**src/rtl/axi_lite_reg_slave.sv**
```systemverilog
// axi_lite_reg_slave
// AXI4-Lite completer for the HBM heating fabric control link
// (11-bit byte address, 32-bit data).
// It holds NUM_RW read/write control registers that drive fabric logic, and it
// exposes NUM_RO read-only status words sampled from fabric inputs.
// Word index = addr[10:2]:
//   0 .. NUM_RW-1                  RW registers
//   NUM_RW .. NUM_RW+NUM_RO-1      RO status words
//   anything above                 unmapped, answered with SLVERR
// The write channel and the read channel are independent FSMs.
// Each FSM handles one outstanding transaction.
//
// Ports:
//   axi_aclk, axi_areset      clock; synchronous active-high reset
//   axi_aw*/axi_w*/axi_b*     write address, write data and write response channels
//   axi_ar*/axi_r*            read address and read data channels
//   reg_out      [NUM_RW*32]  RW register contents; word i is at [32i+31:32i]
//   status_in    [NUM_RO*32]  RO status words, packed the same way
//   reg_wr_pulse [NUM_RW]     one-cycle strobe per RW register
//
// Optional build macro AXI_SLAVE_WR_PULSE_EN:
//   When defined, reg_wr_pulse[i] pulses together with the rise of bvalid
//   whenever a write commits at least one byte to RW register i.
//   When undefined, reg_wr_pulse is tied to zero.
module axi_lite_reg_slave #(
  parameter int          NUM_RW       = 4,
  parameter int          NUM_RO       = 4,
  parameter logic [31:0] RW_RESET_VAL = 32'h0000_0000
) (
  input  logic                   axi_aclk,
  input  logic                   axi_areset,
  input  logic [10:0]            axi_awaddr,
  input  logic                   axi_awvalid,
  output logic                   axi_awready,
  input  logic [31:0]            axi_wdata,
  input  logic [3:0]             axi_wstrb,
  input  logic                   axi_wvalid,
  output logic                   axi_wready,
  output logic [1:0]             axi_bresp,
  output logic                   axi_bvalid,
  input  logic                   axi_bready,
  input  logic [10:0]            axi_araddr,
  input  logic                   axi_arvalid,
  output logic                   axi_arready,
  output logic [31:0]            axi_rdata,
  output logic [1:0]             axi_rresp,
  output logic                   axi_rvalid,
  input  logic                   axi_rready,
  output logic [NUM_RW*32-1:0]   reg_out,
  input  logic [NUM_RO*32-1:0]   status_in,
  output logic [NUM_RW-1:0]      reg_wr_pulse
);

  localparam logic [1:0] RESP_OKAY   = 2'b00;
  localparam logic [1:0] RESP_SLVERR = 2'b10;
  localparam logic [8:0] RW_END      = 9'(NUM_RW);

  typedef enum logic {WR_IDLE, WR_RESP} wr_state_t;
  typedef enum logic {RD_IDLE, RD_DATA} rd_state_t;

  wr_state_t   wr_state, wr_state_d;
  rd_state_t   rd_state, rd_state_d;

  logic [31:0] rw_regs [NUM_RW];

  logic        aw_held, aw_held_d, w_held, w_held_d;
  logic [8:0]  aw_idx_q, aw_idx_d;
  logic [31:0] wdata_q, wdata_d;
  logic [3:0]  wstrb_q, wstrb_d;
  logic        awready_d, wready_d, bvalid_d;
  logic [1:0]  bresp_d;
  logic        wr_commit;

  logic        arready_d, rvalid_d;
  logic [31:0] rdata_d, rd_word;
  logic [1:0]  rresp_d;
  logic        rd_err;

  logic        aw_hs, w_hs, ar_hs;
  logic [8:0]  wr_idx, rd_idx;
  logic [31:0] wr_data;
  logic [3:0]  wr_strb;
  logic        wr_is_rw;

  // The byte-offset bits of both addresses are ignored by design.
  logic        unused_addr_bits;
  assign unused_addr_bits = ^{axi_awaddr[1:0], axi_araddr[1:0]};

  assign aw_hs = axi_awvalid & axi_awready;
  assign w_hs  = axi_wvalid & axi_wready;
  assign ar_hs = axi_arvalid & axi_arready;

  // A beat that has not been latched yet is taken straight from the bus.
  // This lets the commit happen on the same edge as the later handshake.
  assign wr_idx   = aw_held ? aw_idx_q : axi_awaddr[10:2];
  assign wr_data  = w_held ? wdata_q : axi_wdata;
  assign wr_strb  = w_held ? wstrb_q : axi_wstrb;
  assign wr_is_rw = (wr_idx < RW_END);
  assign rd_idx   = axi_araddr[10:2];

  for (genvar g = 0; g < NUM_RW; g++) begin : g_reg_out
    assign reg_out[32*g +: 32] = rw_regs[g];
  end

  always_comb begin
    wr_state_d = wr_state;
    aw_held_d  = aw_held;
    w_held_d   = w_held;
    aw_idx_d   = aw_idx_q;
    wdata_d    = wdata_q;
    wstrb_d    = wstrb_q;
    awready_d  = axi_awready;
    wready_d   = axi_wready;
    bvalid_d   = axi_bvalid;
    bresp_d    = axi_bresp;
    wr_commit  = 1'b0;
    case (wr_state)
      WR_IDLE: begin
        if (aw_hs) begin
          aw_held_d = 1'b1;
          aw_idx_d  = axi_awaddr[10:2];
        end
        if (w_hs) begin
          w_held_d = 1'b1;
          wdata_d  = axi_wdata;
          wstrb_d  = axi_wstrb;
        end
        awready_d = ~aw_held_d;
        wready_d  = ~w_held_d;
        if (aw_held_d && w_held_d) begin
          wr_commit  = 1'b1;
          wr_state_d = WR_RESP;
          bvalid_d   = 1'b1;
          bresp_d    = wr_is_rw ? RESP_OKAY : RESP_SLVERR;
          aw_held_d  = 1'b0;
          w_held_d   = 1'b0;
          awready_d  = 1'b0;
          wready_d   = 1'b0;
        end
      end
      WR_RESP: begin
        if (axi_bready) begin
          wr_state_d = WR_IDLE;
          bvalid_d   = 1'b0;
          awready_d  = 1'b1;
          wready_d   = 1'b1;
        end
      end
      default: wr_state_d = WR_IDLE;
    endcase
  end

  always_ff @(posedge axi_aclk) begin
    if (axi_areset) begin
      wr_state    <= WR_IDLE;
      aw_held     <= 1'b0;
      w_held      <= 1'b0;
      aw_idx_q    <= '0;
      wdata_q     <= '0;
      wstrb_q     <= '0;
      axi_awready <= 1'b0;
      axi_wready  <= 1'b0;
      axi_bvalid  <= 1'b0;
      axi_bresp   <= RESP_OKAY;
    end else begin
      wr_state    <= wr_state_d;
      aw_held     <= aw_held_d;
      w_held      <= w_held_d;
      aw_idx_q    <= aw_idx_d;
      wdata_q     <= wdata_d;
      wstrb_q     <= wstrb_d;
      axi_awready <= awready_d;
      axi_wready  <= wready_d;
      axi_bvalid  <= bvalid_d;
      axi_bresp   <= bresp_d;
    end
  end

  // Byte-lane update of the addressed RW register on commit.
  always_ff @(posedge axi_aclk) begin
    if (axi_areset) begin
      for (int i = 0; i < NUM_RW; i++) rw_regs[i] <= RW_RESET_VAL;
    end else if (wr_commit && wr_is_rw) begin
      for (int i = 0; i < NUM_RW; i++) begin
        if (wr_idx == 9'(i)) begin
          for (int b = 0; b < 4; b++) begin
            if (wr_strb[b]) rw_regs[i][8*b +: 8] <= wr_data[8*b +: 8];
          end
        end
      end
    end
  end

`ifdef AXI_SLAVE_WR_PULSE_EN
  logic [NUM_RW-1:0] pulse_q;

  always_ff @(posedge axi_aclk) begin
    if (axi_areset) begin
      pulse_q <= '0;
    end else begin
      for (int i = 0; i < NUM_RW; i++) begin
        pulse_q[i] <= wr_commit && wr_is_rw && (wr_idx == 9'(i)) && (|wr_strb);
      end
    end
  end

  assign reg_wr_pulse = pulse_q;
`else
  assign reg_wr_pulse = '0;
`endif

  // Read mux: RW registers first, then status words; anything else reads
  // as zero with an error response.
  always_comb begin
    rd_word = '0;
    rd_err  = 1'b1;
    for (int i = 0; i < NUM_RW; i++) begin
      if (rd_idx == 9'(i)) begin
        rd_word = rw_regs[i];
        rd_err  = 1'b0;
      end
    end
    for (int i = 0; i < NUM_RO; i++) begin
      if (rd_idx == 9'(NUM_RW + i)) begin
        rd_word = status_in[32*i +: 32];
        rd_err  = 1'b0;
      end
    end
  end

  always_comb begin
    rd_state_d = rd_state;
    arready_d  = axi_arready;
    rvalid_d   = axi_rvalid;
    rdata_d    = axi_rdata;
    rresp_d    = axi_rresp;
    case (rd_state)
      RD_IDLE: begin
        arready_d = 1'b1;
        if (ar_hs) begin
          rd_state_d = RD_DATA;
          arready_d  = 1'b0;
          rvalid_d   = 1'b1;
          rdata_d    = rd_word;
          rresp_d    = rd_err ? RESP_SLVERR : RESP_OKAY;
        end
      end
      RD_DATA: begin
        if (axi_rready) begin
          rd_state_d = RD_IDLE;
          arready_d  = 1'b1;
          rvalid_d   = 1'b0;
        end
      end
      default: rd_state_d = RD_IDLE;
    endcase
  end

  always_ff @(posedge axi_aclk) begin
    if (axi_areset) begin
      rd_state    <= RD_IDLE;
      axi_arready <= 1'b0;
      axi_rvalid  <= 1'b0;
      axi_rdata   <= '0;
      axi_rresp   <= RESP_OKAY;
    end else begin
      rd_state    <= rd_state_d;
      axi_arready <= arready_d;
      axi_rvalid  <= rvalid_d;
      axi_rdata   <= rdata_d;
      axi_rresp   <= rresp_d;
    end
  end

endmodule

```
**config.mk**
```make
export PLATFORM = sky130hd
export DESIGN_NAME = axi_lite_reg_slave
export DESIGN_NICKNAME = d
export VERILOG_FILES = /design/src/rtl/axi_lite_reg_slave.sv
export SDC_FILE = /design/constraint.sdc
export NUM_CORES = 1
export LEC_CHECK = 0
export ABC_AREA = 1
export ABC_CLOCK_PERIOD_IN_PS = 2500
export BUFFER_PORTS_ARGS = -buffer_cell sky130_fd_sc_hd__clkbuf_2
export CORE_MARGIN = 4
export CORE_UTILIZATION = 51
export CTS_CLUSTER_SIZE = 10
export DETAILED_ROUTE_END_ITERATION = 8
export PLACE_DENSITY = 0.81
export SLEW_MARGIN = 20
export SYNTH_ARGS = -nofsm -noshare
export SYNTH_HDL_FRONTEND = slang
export SYNTH_SLANG_ARGS = --single-unit
```
**constraint.sdc**
```tcl
create_clock -name axi_aclk -period 2.5 [get_ports axi_aclk]
set_input_delay 0.125 -clock axi_aclk [delete_from_list [all_inputs] [get_ports axi_aclk]]
set_output_delay 0.125 -clock axi_aclk [all_outputs]
set_load 0.01 [all_outputs]
```
==> run metrics <==
Fin. Hold Viols 0; most frequent cells in the layout 355 x clkbuf_2, 309 x nor2_1, 256 x nand2_1; WS Path Type reg2reg; Worst Reg2Reg Path Length in Cells 10; Root Buffer Master clkbuf_16; Avg Inst Size Synth 8.243 um2; Die Height 152.8 um; antenna violations before repair 0; maxcap violations 0; Worst slew margin 51.45%; Min-Delay Path Depth 5; Synth warnings 0; Max Buffers Root-to-Sink 3; drt total wl 39340 um; Final Cell Area 14590 um2; sequential-to-total area share from yosys stat 52.39%; via count 11.16k; Die Area 23360 um2; wire per inst 19.27 um; Psw 2117 uW; clk_skew 0.007827 ns; flops & latches, synth 216; status finished clean; Clock power frac 40.5%; first-pass GRT wire length 59690 um; Site Rows 52; min Tclk post-route 2.354 ns; CP startpoint aw_held; Max FO, Critical Path 8; fin crit share 94.15%; Clock transition at path regs 0.05 ns; chip width 152.8 um; Layout area overhead 36.37%; final setup TNS 0 ns; switching portion of total power 25.27%; Initial Utilization 52.37%; 1st-iter DRT viols 1053; Fmax achieved 424.8 MHz; Gate power share 11.5%; Area after DPL 12830 um2; vias in the first global route 10.84k; Nets 1948; Tightest Hold Check Type in2reg; H-tree depth 1; gr usage total 32.06%; RSZ-0062 raised after global routing false; Routed Antenna Nets 0; Syn Inst Count 1298; largest net degree at the start of global routing 39; Pwr Density 574.2 nW/um2; Slew Limit Fails 0; share of cells above drive strength 1 27.39%; post-DR vias/cell 5.468; Worst Tran Pin Value 0.7272 ns; fin util 71.42%; drt drc 0; Detail Placement HPWL 29360 um; drt first pass iters 6; PortBufs 355; TritonCTS Buffers 26; Setup violations, final 0; clock latency at the later pin of the worst-skew pair 0.52 ns; placeable core region 20430 um2; Final Wtd Congestion 0.9711; Critical Path AT 2.53 ns; total gr overflow 0; Req. time, crit path 2.68 ns; Int Pwr 6260 uW; P_leak 0.006539 uW; commonest non-fill, non-tap cell in the layout clkbuf_2; crit end category flip-flop; # clock sinks 216; Ports 366; Syn Std Cell Area 10700 um2; Power, Total 8377 uW; r2r startpoint aw_held; startpoint class of the critical path flip-flop; fillers 1538; CTS tree built; distinct cell type count of the synthesized netlist 38; worst vdd ir 0.4519 mV; diode count 0; Seq pwr share 48.0%; hold_sp status_in[102]
flip-flops by register name (all words and copies together) (netlist names), 4 cells and up:
name	flops
aw_idx_q	9
axi_rdata	32
rw_regs	128
wdata_q	32
wstrb_q	4
worst max-delay path, cell delays in order, from the launching register on:
cell	delay, ns
dfxtp_1	0.51
inv_4	0.08
nor3_2	0.11
nand2_1	0.08
o31ai_2	0.07
nand2_1	0.13
inv_2	0.09
nand3_4	0.14
nor3_4	0.39
nand2_1	0.11
nand2_1	0.31
synthesized netlist by cell type (all sizes together):
cell	instances	area, um2
o31ai	2	20.02
buf	18	106.3
or2	2	12.52
o2111ai	11	96.34
o21ai	93	469.2
clkbuf	48	180.2
dfxtp	88	1762
a41oi	1	8.760
a211oi	1	7.510
edfxtp	128	3844
nor3	10	121.4
nor4	1	6.260
inv	94	355.4
a21oi	73	365.4
clkinv	10	38.78
nand4	37	231.5
o211a	1	10.01
nand3	76	593.1
nor2	317	1222
conb	1	3.750
mux2i	27	270.3
nand2	259	974.7
layout make-up:
type | count | area, um2 | share of cell area, %
flip-flops and latches | 216 | 5607 | 38.43
clock inverters | 4 | 28.78 | 0.1972
well taps | 270 | 337.8 | 2.315
inverters | 104 | 394.1 | 2.701
clock buffers | 40 | 723.2 | 4.957
multi-input cells | 917 | 4461 | 30.57
repair buffers | 490 | 3039 | 20.83
through the flow:
| step | cells | setup WS [ns] | hold WS, ns |
|---|---|---|---|
| after detailed placement | 1898 | 0.1222 | 0.3442 |
| after global placement | 1898 | 0.2166 | 0.3345 |
| final | 2041 | 0.1461 | 0.01789 |
| after global routing | 2041 | 0.001796 | 0.04775 |
| after CTS | 2035 | 0.004191 | 0.002835 |
| after floorplan | 1303 | 0.4139 | 0.2241 |
layer usage:
metal	GRT usage, %	share of wire, %
met5	0	0
met4	13.75	4.9
met3	6.955	9.8
met2	54.52	48
met1	39.56	37
power groups by stage:
stage | clock network [uW] | logic (uW) | registers [uW]
final | 3400 | 960 | 4020
after global routing | 3560 | 1050 | 4030
after CTS | 3420 | 939 | 4020
after detailed placement | 0 | 833 | 4090
after global placement | 0 | 817 | 4080
after floorplan | 0 | 406 | 4090
path summary, 6_finish.rpt:
| check | endpoint | slack [ns] |
|---|---|---|
| setup / recovery | rw_regs[2][2] | 0.15 |
| hold / removal | axi_rdata[6] | 0.02 |
| setup reg to reg | rw_regs[2][2] | 0.15 |
| hold reg to reg | wdata_q[28] | 0.45 |
kinds of logic (layout without fill, tap and decap cells):
family	count (synthesis)	count (layout)	share of synthesized area (%)
AOI/OAI and AO/OA	182	182	9.133
DFF	216	216	52.39
muxes	27	27	2.526
buffers and inverters	170	638	6.362
other	1	6	0.03505
and+or+nand+nor	702	702	29.55
what timing repair did:
action | in CTS | in global routing
setup buffers | 0 | 6
resized for setup | 0 | 6
endpoints found under the hold margin | 80 | 0
hold buffers | 93 | 0
endpoints found under the setup margin | 0 | 59
No activity file was read; power rests on OpenSTA's default activity.
